`src/rtl/dmem_ram_bridge.sv`:
```
// -----------------------------------------------------------------------------
// dmem_ram_bridge
//
// Core-side requester for the external RAM controller. It turns the core's
// level-style data-memory bus into the controller's request/ready/valid
// handshake and stalls the core until each access completes. A watchdog
// completes a hung access with a sticky error flag. A timed-out read returns
// ERR_DATA.
//
// Optional feature (compile-time macro):
//   DMEM_POSTED_WRITE_EN - posted writes. A write seen in IDLE does not stall
//                          the core. The block issues it in the background and
//                          returns straight to IDLE once it is accepted.
//
// Ports:
//   CLK, RST          clock; asynchronous active-high reset
//   DATA_ENABLE       core requests an access
//   DATA_WRITE        1 = write, 0 = read (qualified by DATA_ENABLE)
//   DATA_ADDR         access address
//   DATA_BUS          write data
//   DATA_RDATA        read data, valid in the cycle DATA_STALL drops for a read
//   DATA_STALL        core must hold its request while high
//   ERR               sticky watchdog-timeout flag, cleared only by RST
//   addr_out          address to ram (holding register)
//   write_data_out    write data to ram (holding register)
//   read_req          read request to ram
//   write_req         write request to ram
//   read_ready        ram can accept a read
//   write_ready       ram can accept a write
//   read_data_valid   read_data_in carries the response
//   read_data_in      read response data
// -----------------------------------------------------------------------------
module dmem_ram_bridge #(
   parameter int                ADDR_W         = 32,
   parameter int                DATA_W         = 32,
   parameter int                TIMEOUT_CYCLES = 1024,
   parameter logic [DATA_W-1:0] ERR_DATA       = 32'hDEADBEEF
) (
   input  logic              CLK,
   input  logic              RST,
   input  logic              DATA_ENABLE,
   input  logic              DATA_WRITE,
   input  logic [ADDR_W-1:0] DATA_ADDR,
   input  logic [DATA_W-1:0] DATA_BUS,
   output logic [DATA_W-1:0] DATA_RDATA,
   output logic              DATA_STALL,
   output logic              ERR,
   output logic [ADDR_W-1:0] addr_out,
   output logic [DATA_W-1:0] write_data_out,
   output logic              read_req,
   output logic              write_req,
   input  logic              read_ready,
   input  logic              write_ready,
   input  logic              read_data_valid,
   input  logic [DATA_W-1:0] read_data_in
);

`ifdef DMEM_POSTED_WRITE_EN
   localparam logic POSTED = 1'b1;
`else
   localparam logic POSTED = 1'b0;
`endif

   localparam int               CNT_W   = (TIMEOUT_CYCLES > 2) ? $clog2(TIMEOUT_CYCLES) : 1;
   localparam logic [CNT_W-1:0] WD_LAST = CNT_W'(TIMEOUT_CYCLES - 1);

   typedef enum logic [2:0] {
      IDLE,
      WR_REQ,
      RD_REQ,
      RD_WAIT,
      DONE
   } state_t;

   state_t           state;
   logic [CNT_W-1:0] wd_cnt;
   logic             wd_fire;
   logic [CNT_W-1:0] wd_next;

   assign wd_fire = (wd_cnt == WD_LAST);
   // The counter saturates at its terminal value. A read accepted on the
   // final cycle therefore times out on the next cycle instead of wrapping
   // around and getting a fresh budget.
   assign wd_next = wd_fire ? wd_cnt : wd_cnt + CNT_W'(1);

   // NOTE: the stall is combinational so the core sees it in the same cycle
   // it raises DATA_ENABLE; a registered stall would let one access slip by.
   assign DATA_STALL = DATA_ENABLE && (state != DONE)
                       && !(POSTED && (state == IDLE) && DATA_WRITE);

   // NOTE: every register here sits in one clocked block with non-blocking
   // assignments, so the requests and holding registers are glitch-free
   // flops and the asynchronous reset drops the requests at once.
   always_ff @(posedge CLK or posedge RST) begin
      if (RST) begin
         state          <= IDLE;
         wd_cnt         <= '0;
         read_req       <= 1'b0;
         write_req      <= 1'b0;
         ERR            <= 1'b0;
         DATA_RDATA     <= '0;
         addr_out       <= '0;
         write_data_out <= '0;
      end else begin
         case (state)
            IDLE: begin
               if (DATA_ENABLE) begin
                  addr_out       <= DATA_ADDR;
                  write_data_out <= DATA_BUS;
                  wd_cnt         <= '0;
                  if (DATA_WRITE) begin
                     write_req <= 1'b1;
                     state     <= WR_REQ;
                  end else begin
                     read_req <= 1'b1;
                     state    <= RD_REQ;
                  end
               end
            end

            WR_REQ: begin
               wd_cnt <= wd_next;
               // An accepted handshake takes priority over a watchdog expiry
               // on the same edge.
               if (write_ready) begin
                  write_req <= 1'b0;
                  state     <= POSTED ? IDLE : DONE;
               end else if (wd_fire) begin
                  write_req <= 1'b0;
                  ERR       <= 1'b1;
                  state     <= POSTED ? IDLE : DONE;
               end
            end

            RD_REQ: begin
               wd_cnt <= wd_next;
               if (read_ready) begin
                  read_req <= 1'b0;
                  // The response may arrive on the same edge as the acceptance.
                  if (read_data_valid) begin
                     DATA_RDATA <= read_data_in;
                     state      <= DONE;
                  end else begin
                     state <= RD_WAIT;
                  end
               end else if (wd_fire) begin
                  read_req   <= 1'b0;
                  DATA_RDATA <= ERR_DATA;
                  ERR        <= 1'b1;
                  state      <= DONE;
               end
            end

            RD_WAIT: begin
               wd_cnt <= wd_next;
               if (read_data_valid) begin
                  DATA_RDATA <= read_data_in;
                  state      <= DONE;
               end else if (wd_fire) begin
                  DATA_RDATA <= ERR_DATA;
                  ERR        <= 1'b1;
                  state      <= DONE;
               end
            end

            DONE: begin
               state <= IDLE;
            end

            default: begin
               state     <= IDLE;
               read_req  <= 1'b0;
               write_req <= 1'b0;
            end
         endcase
      end
   end

endmodule

```
`config.mk`:
```
export PLATFORM = sky130hd
export DESIGN_NAME = dmem_ram_bridge
export DESIGN_NICKNAME = d
export VERILOG_FILES = /design/src/rtl/dmem_ram_bridge.sv
export SDC_FILE = /design/constraint.sdc
export NUM_CORES = 1
export LEC_CHECK = 0
export ABC_AREA = 1
export CAP_MARGIN = 0
export CORE_MARGIN = 2
export CORE_UTILIZATION = 47
export CTS_CLUSTER_DIAMETER = 30
export CTS_CLUSTER_SIZE = 14
export DETAILED_ROUTE_END_ITERATION = 8
export PLACE_DENSITY_LB_ADDON = 0.2
export SKIP_CTS_REPAIR_TIMING = 1
export SLEW_MARGIN = 20
export SYNTH_ARGS = -nofsm -noshare
export SYNTH_HDL_FRONTEND = slang
export SYNTH_SLANG_ARGS = --single-unit
```
`constraint.sdc`:
```
create_clock -name CLK -period 6.5 [get_ports CLK]
set_clock_uncertainty 0.05 [all_clocks]
set_input_delay 1.3 -clock CLK [delete_from_list [all_inputs] [get_ports CLK]]
set_output_delay 1.3 -clock CLK [all_outputs]
set_load 0.1 [all_outputs]
```
==> metrics.md, run 1 <==
| Metric | Value |
|---|---|
| CTS tree | `yes` |
| Setup ws final | `2030 ps` |
| Fin crit share | `68.7%` |
| Crit-path max cell delay | `1160 ps` |
| CP most frequent cell | `clkdlybuf4s50_1` |
| Fin nets | `939` |
| Path depth of the worst reg2reg path | `7` |
| Tightest Pin Transition | `1080 ps` |
| DR iter-0 viols | `352` |
| Main combinational cell family by area after synthesis | `simple AND/OR/NAND/NOR gates` |
| Most used DFF post-synth | `dfrtp_1` |
| Syn Area/Cell | `8.03 um^2` |
| Clk sinks | `112` |
| Sequential share of the synthesized area | `54.1%` |
| Vias/cell | `4.82` |
| Status | `completed` |
| Critical Path AT | `3120 ps` |
| Number of global-route vias before repair | `4587` |
| Post-synth top cells | `338 x nand2_1, 112 x dfrtp_1, 46 x inv_1, 41 x nand3_1, 24 x nand3b_1` |
| Core area | `10800 um^2` |
| Placed cell areas | `7230 um^2` |
| Largest fanout on the critical path | `3` |
| Syn_nets | `749` |
| Number of synthesized flops with an enable pin | `0` |
| Final Cell Area | `7430 um^2` |
| Worst r2r src | `state[2]` |
| Chip height | `109 um` |
| Hold Crit Class | `flop to flop` |
| Fin. max-slew vios | `0` |
| Initial Utilization | `48.0%` |
| P&R area growth vs syn | `43.4%` |
| Routed Antenna Nets | `0` |
| Synth Area in Compound Gates | `1.96%` |
| Largest net degree at the start of global routing | `70` |
| Achievable Freq | `0.224 GHz` |
| Crit end category | `output port` |
| Slew margin rel. | `28.3%` |
| Post-synth top area share | `54.1%` |
| RSZ-0062 raised after global routing | `no` |
| MaxCap Viol Count | `0` |
| RR Endpoint | `wd_cnt[7]` |
| Area of the multi-input gates | `2020 um^2` |
| Largest area contributor in the synthesized netlist | `dfrtp_1` |
| Adder-Cell Fraction of Synth Area | `0.241%` |
| Worst R2R Setup Slack | `4110 ps` |
| Die X | `109 um` |
| First-pass GRT wire length | `22.1 mm` |
| Synth warnings | `0` |
| Setup Viol. Count Final | `0` |
| CTS Buf Count | `9` |
| DR DRC count | `0` |
| Detail Placement HPWL | `9.86 mm` |
| Row count | `38` |
| Total wire length | `13.8 mm` |
| Placer Congestion | `0.867` |
| Share of synthesized registers carrying an async set or reset | `100%` |
| Post-place setup slack | `2040 ps` |
| Fin Setup TNS | `0 ps` |
| Startpoint types | `primary input` |
| Count leader, synth | `nand2_1` |
| Synth Area in Simple Gates | `36.3%` |
| Hold EP | `write_data_out[8]` |
| Register bit count reported by yosys | `112` |
| Max H-tree Level | `3` |
| Tmin final | `4470 ps` |
| Final Hold Viols | `0` |
| CP cell instances | `clkdlybuf4s50_1 -> inv_1 -> a21oi_1 -> clkdlybuf4s50_1` |
| Wire per inst | `14.1 um` |
| Post-synthesis xor/xnor area fraction | `0.338%` |
| Synth area leaders | `dfrtp_1 54%, nand2_1 24%, nand3_1 4.0%, nand3b_1 3.5%, inv_1 3.3%` |
| WS Path Type | `primary input to output port` |
| IO Count | `203` |
| Share of layout cells above drive strength 1 | `5.00%` |
| Slowest cell on crit path | `clkdlybuf4s50_1` |
| ANT cells | `0` |
| CTS clk-pin slew, worst paths | `90 ps` |
| Fill cell count | `903` |
| Worst path required time | `5150 ps` |
| All-Layer GR Usage | `23.8%` |
| Mux share of post-synthesis cell area | `0%` |
| Clk root buf | `clkbuf_8` |
| DR vias | `4722` |
| Die Area | `11900 um^2` |
| TritonRoute pass-1 iters | `4` |
| Hold Path Origin | `write_data_out[8]` |
| CTS max path bufs | `2` |
| Cells after synthesis | `645` |
| Initial antenna violation count | `0` |
| Seq. cell area | `2800 um^2` |
| Syn Std Cell Area | `5180 um^2` |
| Grt ovf | `0` |
| WHS Path Cells | `2` |
| Worst skew pair latency | `360 ps` |
| # port buffers | `202` |
| Post-synthesis cell type count | `29` |
==> kinds of logic (layout without fill, tap and decap cells) <==
kind of cell | after synthesis | count (layout)
adders and majority gates | 1 | 1
buffers and inverters | 77 | 272
AOI/OAI and AO/OA | 14 | 14
xor gates and xnor gates | 2 | 2
DFF | 112 | 112
and+or+nand+nor | 439 | 439
==> worst max-delay path by stage <==
| stage | startpoint | to | slack [ps] | cells past startpoint |
|---|---|---|---|---|
| 5_1_grt | DATA_ENABLE | DATA_STALL | 1970 | 4 |
| 3_3_place_gp | DATA_ENABLE | DATA_STALL | 2050 | 4 |
| 3_5_place_dp | DATA_ENABLE | DATA_STALL | 2040 | 4 |
| 6_report | DATA_ENABLE | DATA_STALL | 2030 | 4 |
| 2_1_floorplan | RST | DATA_RDATA[0] | 2190 | 1 |
| 4_1_cts | DATA_ENABLE | DATA_STALL | 2030 | 4 |
==> placed cells by master (no fill, tap or decap), types with 2 or more instances in the layout <==
cell type and n:
o21ai_0 7, or2_2 3, buf_4 2, clkinv_2 2, a21oi_1 2, clkbuf_1 2, nand2_1 338, clkbuf_8 11
xor2_1 2, nand3_2 2, inv_2 6, nand4_1 6, nand2_4 2, nand2_2 3, nor2_1 14, nor2_4 4
dfrtp_1 112, o21bai_1 2, inv_1 44, clkdlybuf4s50_1 202, nand3_1 41, inv_4 2, nand3b_1 24
==> metal layers <==
metal / vias to the layer above / GRT usage, % / part of all wire [%]
li1: 2347 / - / -
met1: 2162 / 28.9 / 41
met2: 195 / 40.4 / 48
met3: 18 / 8.07 / 9.4
met4: 0 / 7.05 / 1.6
met5: - / 0 / 0
==> area by class of cell <==
| class | count | share of cell area (%) |
|---|---|---|
| multi-input cells | 456 | 27.1 |
| repair buffers | 204 | 27.4 |
| inverters | 52 | 2.69 |
| well taps | 140 | 2.36 |
| clock buffers | 13 | 2.14 |
| clock inverters | 3 | 0.539 |
| flip-flops and latches | 112 | 37.7 |
==> per-stage QoR <==
stage / std cells / util, % / hold slack, ps
5_1_grt: 980 / 68.9 / 452
3_3_place_gp: 964 / 67.0 / 403
2_1_floorplan: 645 / - / 442
4_1_cts: 980 / 68.9 / 432
6_report: 980 / 68.9 / 426
3_5_place_dp: 964 / 67.0 / 408
==> critical path, delay by kind of cell <==
family	cells	cell delay (ps)
buf+inv	3	1690
compound gates	1	130
==> sequential cells by signal, indices dropped and copies added, names as in the netlist <==
register and count:
DATA_RDATA 32, write_req 1, read_req 1, state 3, wd_cnt 10, write_data_out 32, addr_out 32, ERR 1
Power of run 1 is left out: the tool's default activity adds up to more than one toggle a clock period on the data nets, which glitch-free logic cannot reach.
==> run 2: changes to the inputs <==
CORE_UTILIZATION = 44   (was 47)
clock period = 4.55 ns   (was 6.5 ns; I/O delays follow)
==> run 2 against run 1 <==
Critical path depth decreased by 3. Global-route usage decreased by 1.3 points. Non-clock buffer count increased by 2. Count of clock-buffer cells in the layout unchanged. Worst setup slack got worse by 370 ps. First-iteration DRC count decreased by 8.5%. Sequential share of layout area decreased by 0.59 points. Final area increased by 1.6%. Critical endpoint is now read_req. Highest routed layer unchanged.
==> metrics.md, run 2 (same netlist as run 1, synthesis figures left out) <==
| Metric | Value |
|---|---|
| CTS Buf Count | `9 (unchanged)` |
| Vias/cell | `4.89 (+1.5%)` |
| WS Path Type | `flop to output port` |
| WHS Path Cells | `2 (unchanged)` |
| Share of layout cells above drive strength 1 | `5.34% (+0.34 points)` |
| Detail Placement HPWL | `10.1 mm (+2.1%)` |
| Initial antenna violation count | `0 (unchanged)` |
| DR iter-0 viols | `322 (-8.5%)` |
| Grt ovf | `0 (unchanged)` |
| CTS max path bufs | `2 (unchanged)` |
| CTS clk-pin slew, worst paths | `70 ps (-20 ps)` |
| Routed Antenna Nets | `0 (unchanged)` |
| DR DRC count | `0 (unchanged)` |
| Clk root buf | `clkbuf_16` |
| Core area | `11500 um^2 (+6.2%)` |
| TritonRoute pass-1 iters | `4 (unchanged)` |
| Hold EP | `addr_out[11]` |
| # port buffers | `202 (unchanged)` |
| RSZ-0062 raised after global routing | `no` |
| Row count | `39 (+2.6%)` |
| Max H-tree Level | `3 (unchanged)` |
| Largest net degree at the start of global routing | `66 (-5.7%)` |
| Startpoint types | `flop` |
| Status | `completed` |
| All-Layer GR Usage | `22.5% (-1.3 points)` |
| Worst skew pair latency | `350 ps (about the same)` |
| P&R area growth vs syn | `45.7%` |
| RR Endpoint | `read_req` |
| Largest fanout on the critical path | `2 (-1)` |
| Delay-heaviest family, CP | `buffers and inverters` |
| Clk sinks | `112 (unchanged)` |
| Crit end category | `output port` |
| DR vias | `4817 (+2.0%)` |
| Tightest Pin Transition | `1090 ps (+17.2 ps)` |
| Setup Viol. Count Final | `0 (unchanged)` |
| Hold Path Origin | `addr_out[11]` |
| Tmin final | `2890 ps` |
| Commonest non-fill, non-tap cells in the layout | `338 x nand2_1, 201 x clkdlybuf4s50_1, 112 x dfrtp_1` |
| Fin Setup TNS | `0 ps (unchanged)` |
| Fill cell count | `923 (+2.2%)` |
| Number of buffer and inverter stages on the critical path | `1 (-2)` |
| Path depth of the worst reg2reg path | `8 (+1)` |
| MaxCap Viol Count | `0 (unchanged)` |
| CTS tree | `yes` |
| Worst r2r src | `wd_cnt[0]` |
| IO Count | `203 (unchanged)` |
| Total wire length | `14.0 mm (+1.1%)` |
| Critical Path AT | `1930 ps (-1190 ps)` |
| Number of global-route vias before repair | `4786 (+4.3%)` |
| Most common cell after layout, fill and taps aside | `nand2_1` |
| CP cell instances | `clkdlybuf4s50_1` |
| ANT cells | `0 (unchanged)` |
| Final Hold Viols | `0 (unchanged)` |
| Initial Utilization | `45.2% (-2.8 points)` |
| Slew margin rel. | `27.0% (-1.4 points)` |
| Worst R2R Setup Slack | `2450 ps (-1660 ps)` |
| Placer Congestion | `0.861 (-0.70%)` |
| Wire per inst | `14.2 um (+0.56%)` |
| Die X | `113 um (+3.2%)` |
| Die Area | `12700 um^2 (+6.6%)` |
| First-pass GRT wire length | `23.1 mm (+4.4%)` |
| Crit-path max cell delay | `1220 ps (+60 ps)` |
| Fin. max-slew vios | `0 (unchanged)` |
| Fin nets | `941 (+0.21%)` |
| Fin crit share | `63.5%` |
| Hold Crit Class | `flop to flop` |
| Chip height | `113 um (+3.2%)` |
| Achievable Freq | `0.346 GHz` |
| Slowest cell on crit path | `clkdlybuf4s50_1` |
| Worst path required time | `3590 ps (-1560 ps)` |
| Biggest regs | `DATA_RDATA x32, addr_out x32, write_data_out x32` |
[run 2: cell count changes in the layout (fill, tap and decap cells not counted)]
cell             before  now
clkdlybuf4s50_1     202  201
buf_4                 2    5
clkbuf_16             0    9
clkbuf_8             11    2
[run 2: per-stage QoR]
step / instances / util [%] / setup slack [ps] / instance area, um^2 / hold WS [ps]
finish: 985 / 65.8 / 1660 / 7550 / 420
global route: 985 / 65.8 / 1620 / 7550 / 438
CTS: 985 / 65.8 / 1640 / 7550 / 425
detailed placement: 969 / 63.2 / 1720 / 7250 / 407
global placement: 969 / 63.2 / 1700 / 7250 / 402
floorplan: 645 / - / 631 / 5180 / 442
[run 2: routing by layer]
layer | wire length [um] | part of all wire (%) | track usage (%)
met1 | 5690 | 41 | 27.4
met2 | 6870 | 49 | 38.3
met3 | 1150 | 8.3 | 6.80
met4 | 274 | 2.0 | 7.97
met5 | 0 | 0 | 0
[run 2: final cells by class]
type                            count  area (um^2)  share of cell area (%)
Timing Repair Buffer              206         2050                    27.2
Multi-Input combinational cell    456         2020                    26.7
Tap cell                          143          179                    2.37
Sequential cell                   112         2800                    37.1
Clock inverter                      3         40.0                   0.530
Inverter                           52          200                    2.65
Clock buffer                       13          260                    3.45
[run 2: how the worst max path moves through the flow]
stage	start	end	slack, ps	cells after the start
finish	read_req	read_req	1660	1
global route	read_req	read_req	1620	1
CTS	read_req	read_req	1640	1
detailed placement	DATA_ENABLE	DATA_STALL	1720	4
global placement	DATA_ENABLE	DATA_STALL	1700	4
floorplan	RST	DATA_RDATA[0]	630	1
Power of run 2 is left out for the same reason.
==> edit 1: new RTL, flow settings as in run 2 <==
The 5 states of `state_t` get a one-hot encoding in 5 bits.
--- a/src/rtl/dmem_ram_bridge.sv
+++ b/src/rtl/dmem_ram_bridge.sv
@@ -66,8 +66,8 @@
 
-   typedef enum logic [2:0] {
-      IDLE,
-      WR_REQ,
-      RD_REQ,
-      RD_WAIT,
-      DONE
+   typedef enum logic [4:0] {
+      IDLE    = 5'b00001,
+      WR_REQ  = 5'b00010,
+      RD_REQ  = 5'b00100,
+      RD_WAIT = 5'b01000,
+      DONE    = 5'b10000
    } state_t;
Function: same outputs for any inputs over 4 cycles, from zero or initial values and one cycle with RST high; so few cycles prove little.
==> edit 1 against run 2 <==
  * Worst hold slack better by 0.0049 ns
  * First-iteration DRC count is 12% higher
  * Via count is 2.3% higher
  * Sequential cell count is 2 higher
  * Wire length is 1.6% higher
  * Design area is 3.9% higher
  * Setup slack worse by 0.10 ns
  * Count of clock-buffer cells in the layout is 7 higher
  * Core utilization is 2.6 points higher
  * Critical path depth is 6 higher
  * Synthesized area is 0.29% higher
  * Fmax is 3.3% lower
  * Highest routed layer unchanged
Power is left out: the tool's default activity adds up to more than one toggle a clock period on the data nets, which glitch-free logic cannot reach.
==> edit 1: results (changes against run 2) <==
* Crit Path Max Fanout at 26 (was 2)
* Antenna Diode Count at 0 (unchanged)
* Final Net Count at 942 (was 941)
* Gpl congestion at 0.8274 (was 0.8611)
* Biggest regs: DATA_RDATA: 32 flops, addr_out: 32 flops, write_data_out: 32 flops (unchanged)
* Root buffer cell: clkbuf_16 (unchanged)
* # H-tree levels at 4 (was 3)
* Syn_nets at 746 (was 749)
* Synth warn at 0 (unchanged)
* Via count at 4929 (was 4817)
* First-pass GRT wire length at 23.23 mm (was 23.06 mm)
* Post-DP HPWL at 10.02 mm (was 10.07 mm)
* Synth unique cells at 29 (unchanged)
* Share of layout cells above drive strength 1 at 6.118% (was 5.344%)
* Status: completed (unchanged)
* Ys flop type: dfrtp_1 (unchanged)
* CP arrival at 3.24 ns (was 1.93 ns)
* EDFF count, synth at 0 (unchanged)
* DR iter-0 viols at 362 (was 322)
* Gr usage total at 22.65% (was 22.54%)
* Filler Cell Count at 895 (was 923)
* Actual slew at the worst max-slew pin at 1.057 ns (was 1.092 ns)
* Clock insertion delay at the later pin of the skew report at 0.40 ns (was 0.35 ns)
* 1st-pass router iterations at 6 (was 4)
* IO Port Bufs at 202 (unchanged)
* Number of buffers created by CTS at 17 (was 9)
* Largest stage delay on the critical path at 0.63 ns (was 1.22 ns)
* Total Routed Length at 14.20 mm (was 13.98 mm)
* Sequential fraction of the synthesis area at 54.91% (was 54.08%)
* Vias in the first global route at 4771 (was 4786)
* CTS max path bufs at 2 (unchanged)
* Commonest cells post-synth: 320 x nand2_1, 113 x dfrtp_1, 53 x nand3_1 (was 338 x nand2_1, 112 x dfrtp_1, 46 x inv_1)
* Synth area leaders: dfrtp_1 54%, nand2_1 23%, nand3_1 5.1% (was dfrtp_1 54%, nand2_1 24%, nand3_1 4.0%)
* Reg clk slew, reported paths at 0.05 ns (was 0.07 ns)
* Largest net degree at the start of global routing at 87 (was 66)
* Worst min-delay path class: reg -> reg (unchanged)
edit 1: changes by cell type after synthesis, sizes merged, moves of 2 or more:
cell and delta:
nor2 +22, or2 -3, inv -28, xor2 +2
buf +2, nand2 -16, nand3 +12, xnor2 +2
edit 1: worst paths after layout:
| kind | startpoint | endpoint | slack (ns) | cells after the start |
|---|---|---|---|---|
| worst max-delay path | read_data_valid | DATA_RDATA[10] | 1.56 | 7 |
| worst min-delay path | read_req | read_req | 0.42 | 2 |
| worst max register to register | state[4] | DATA_RDATA[10] | 2.32 | 6 |
| worst min register to register | read_req | read_req | 0.42 | 2 |
| max in group asynchronous | RST | addr_out[19] | 2.73 | 3 |
| min in group asynchronous | RST | addr_out[16] | 0.99 | 2 |
edit 1: cells by family after synthesis:
group | after synthesis | synth area share (%)
and+or+nand+nor | 455 | 37.24
DFF | 114 | 54.91
buffers and inverters | 53 | 5.007
AOI/OAI and AO/OA | 13 | 1.589
xor gates and xnor gates | 6 | 1.011
adders and majority gates | 1 | 0.2407
edit 1: worst max-delay path: cells and delay by family:
family | cells | cell delay (ns)
buffers and inverters | 2 | 0.83
and+or+nand+nor | 5 | 1.49
edit 1: stage by stage:
stage | worst slack [ns] | util, % | cell area (sq um) | instances
final | 1.561 | 68.42 | 7846 | 993
after detailed placement | 1.161 | 63.31 | 7259 | 962
after global placement | 1.296 | 63.31 | 7259 | 962
after CTS | 1.596 | 68.40 | 7844 | 993
after global routing | 1.387 | 68.42 | 7846 | 993
after floorplan | 0.5759 | - | 5197 | 642
edit 1: area by class of cell:
type,count,area [sq um],share of cell area [%]
clock inverter,11,137.6,1.754
multi-input combinational,475,2083,26.55
inverter,25,103.9,1.324
clock buffer,20,446.7,5.693
tap,143,178.9,2.280
sequential,114,2854,36.37
timing repair buffer,205,2042,26.02
edit 1: routing by layer:
metal  share of wire, %  track usage (%)  wire length (microns)  vias up
met5                  0                0                      0        -
met4                2.3            8.780                    331        0
met3                7.5            5.454                   1058       29
met2                 47            35.13                   6632      218
met1                 44            30.96                   6177     2276
li1                   -                -                      -     2406
==> edit 2: new RTL, config.mk and constraints of run 2 <==
Made on the original files. Add a define of `DMEM_POSTED_WRITE_EN`.
--- a/src/rtl/dmem_ram_bridge.sv
+++ b/src/rtl/dmem_ram_bridge.sv
@@ -32,2 +32,4 @@
 // -----------------------------------------------------------------------------
+`define DMEM_POSTED_WRITE_EN
+
 module dmem_ram_bridge #(
Formal check against the unedited RTL: not equivalent (a bounded check fails within 4 cycles, from zero or initial values and one cycle with RST high).
==> edit 2 against run 2 <==
  * Setup slack worse by 0.025 ns
  * Wire length is 8.2% lower
  * Highest routed layer unchanged
  * Synthesized area is 3.2% higher
  * Critical path type is now in -> out
  * Sequential cell count stayed put
  * Design area grew 2.0%
  * Fmax is 0.84% lower
  * First-iteration DRC count fell by 5.6%
Power is not shown: default switching activity piles up to over one toggle a cycle in this logic, so the estimate is an artifact.
==> edit 2: results (changes against run 2) <==
* Status: completed (unchanged)
* R2R cell count at 6 (was 8)
* Critical R2R Launch: state[1] (was wd_cnt[0])
* Gpl congestion at 0.8249 (was 0.8611)
* CP arrival at 1.95 ns (was 1.93 ns)
* Synth area leaders: dfrtp_1 52%, mux2_4 18%, nand2_1 7.9% (was dfrtp_1 54%, nand2_1 24%, nand3_1 4.0%)
* DR iter-0 viols at 304 (was 322)
* Hold_sp: ERR (was addr_out[11])
* Commonest cells post-synth: 113 x nand2_1, 112 x dfrtp_1, 64 x mux2_4 (was 338 x nand2_1, 112 x dfrtp_1, 46 x inv_1)
* Critical path origin: DATA_WRITE (was read_req)
* Filler Cell Count at 987 (was 923)
* Via count at 4182 (was 4817)
* WHS Path Cells at 1 (was 2)
* Gr usage total at 19.92% (was 22.54%)
* First-pass GRT wire length at 20.88 mm (was 23.06 mm)
* Post-DP HPWL at 9.085 mm (was 10.07 mm)
* Synth unique cells at 28 (was 29)
* Clock insertion delay at the later pin of the skew report at between 0.3 and 0.4 ns
* Sequential fraction of the synthesis area at 52.41% (was 54.08%)
* Avg Inst Size Synth at 11.07 sq um (was 8.035 sq um)
* Total Routed Length at 12.84 mm (was 13.98 mm)
* Final std cells w/o fill at 831 (was 985)
* Largest net degree at the start of global routing at 92 (was 66)
* Share of layout cells above drive strength 1 at 14.91% (was 5.344%)
* Crit Path Max Fanout at 4 (was 2)
* Setup slack, reg-to-reg at 2.16 ns (was 2.45 ns)
* Slew margin rel. at 31.98% (was 26.96%)
-- edit 2: cell types whose count changed after synthesis, sizes merged, moves of 3 or more --
cell	run 2	this run
mux2	0	64
inv	52	23
nand4	6	9
buf	24	19
or2	3	25
nand2	343	117
nor2	18	15
nand3	43	58
-- edit 2: metal layers --
layer / vias to the layer above / global-route usage [%] / share of wire (%)
met5: - / 0 / 0
met3: 12 / 4.447 / 6.6
met4: 0 / 6.016 / 1.4
li1: 2000 / - / -
met2: 151 / 31.87 / 47
met1: 2019 / 27.27 / 45
-- edit 2: area by class of cell --
type	count	area (sq um)	share of cell area, %
clock buffers	10	239.0	3.103
well taps	147	183.9	2.388
multi-input cells	329	2301	29.87
inverters	23	91.34	1.186
flip-flops and latches	112	2803	36.39
clock inverters	6	50.05	0.6498
repair buffers	204	2034	26.41
-- edit 2: cells by family (layout without fill, tap and decap cells) --
family	Yosys count	count (layout)	share of synthesized area, %
compound gates	14	14	1.708
fa+ha+maj	1	1	0.2339
buf+inv	42	243	4.562
flops	112	112	52.41
mux	64	64	17.97
simple gates	250	250	23.12
-- edit 2: through the flow --
step	setup WS, ns	hold slack, ns	instance area [sq um]	utilization (%)
after floorplan	0.6310	0.4686	5348	-
after global placement	1.459	0.4114	7411	61.96
after detailed placement	1.402	0.4153	7413	61.98
after CTS	1.626	0.4368	7702	64.39
after global routing	1.579	0.4554	7702	64.39
final	1.636	0.4280	7702	64.39
-- edit 2: worst max-delay path, stage by stage --
cell and delay [ns]:
clkdlybuf4s50_1 0.45, inv_1 0.05, nor2_1 0.23, nor2_1 0.07, buf_4 0.23
-- edit 2: worst paths after layout --
kind                                 endpoint
setup / recovery                   DATA_STALL
hold / removal                            ERR
setup reg to reg           write_data_out[26]
hold reg to reg                           ERR
max in group asynchronous   write_data_out[3]
min in group asynchronous        addr_out[24]
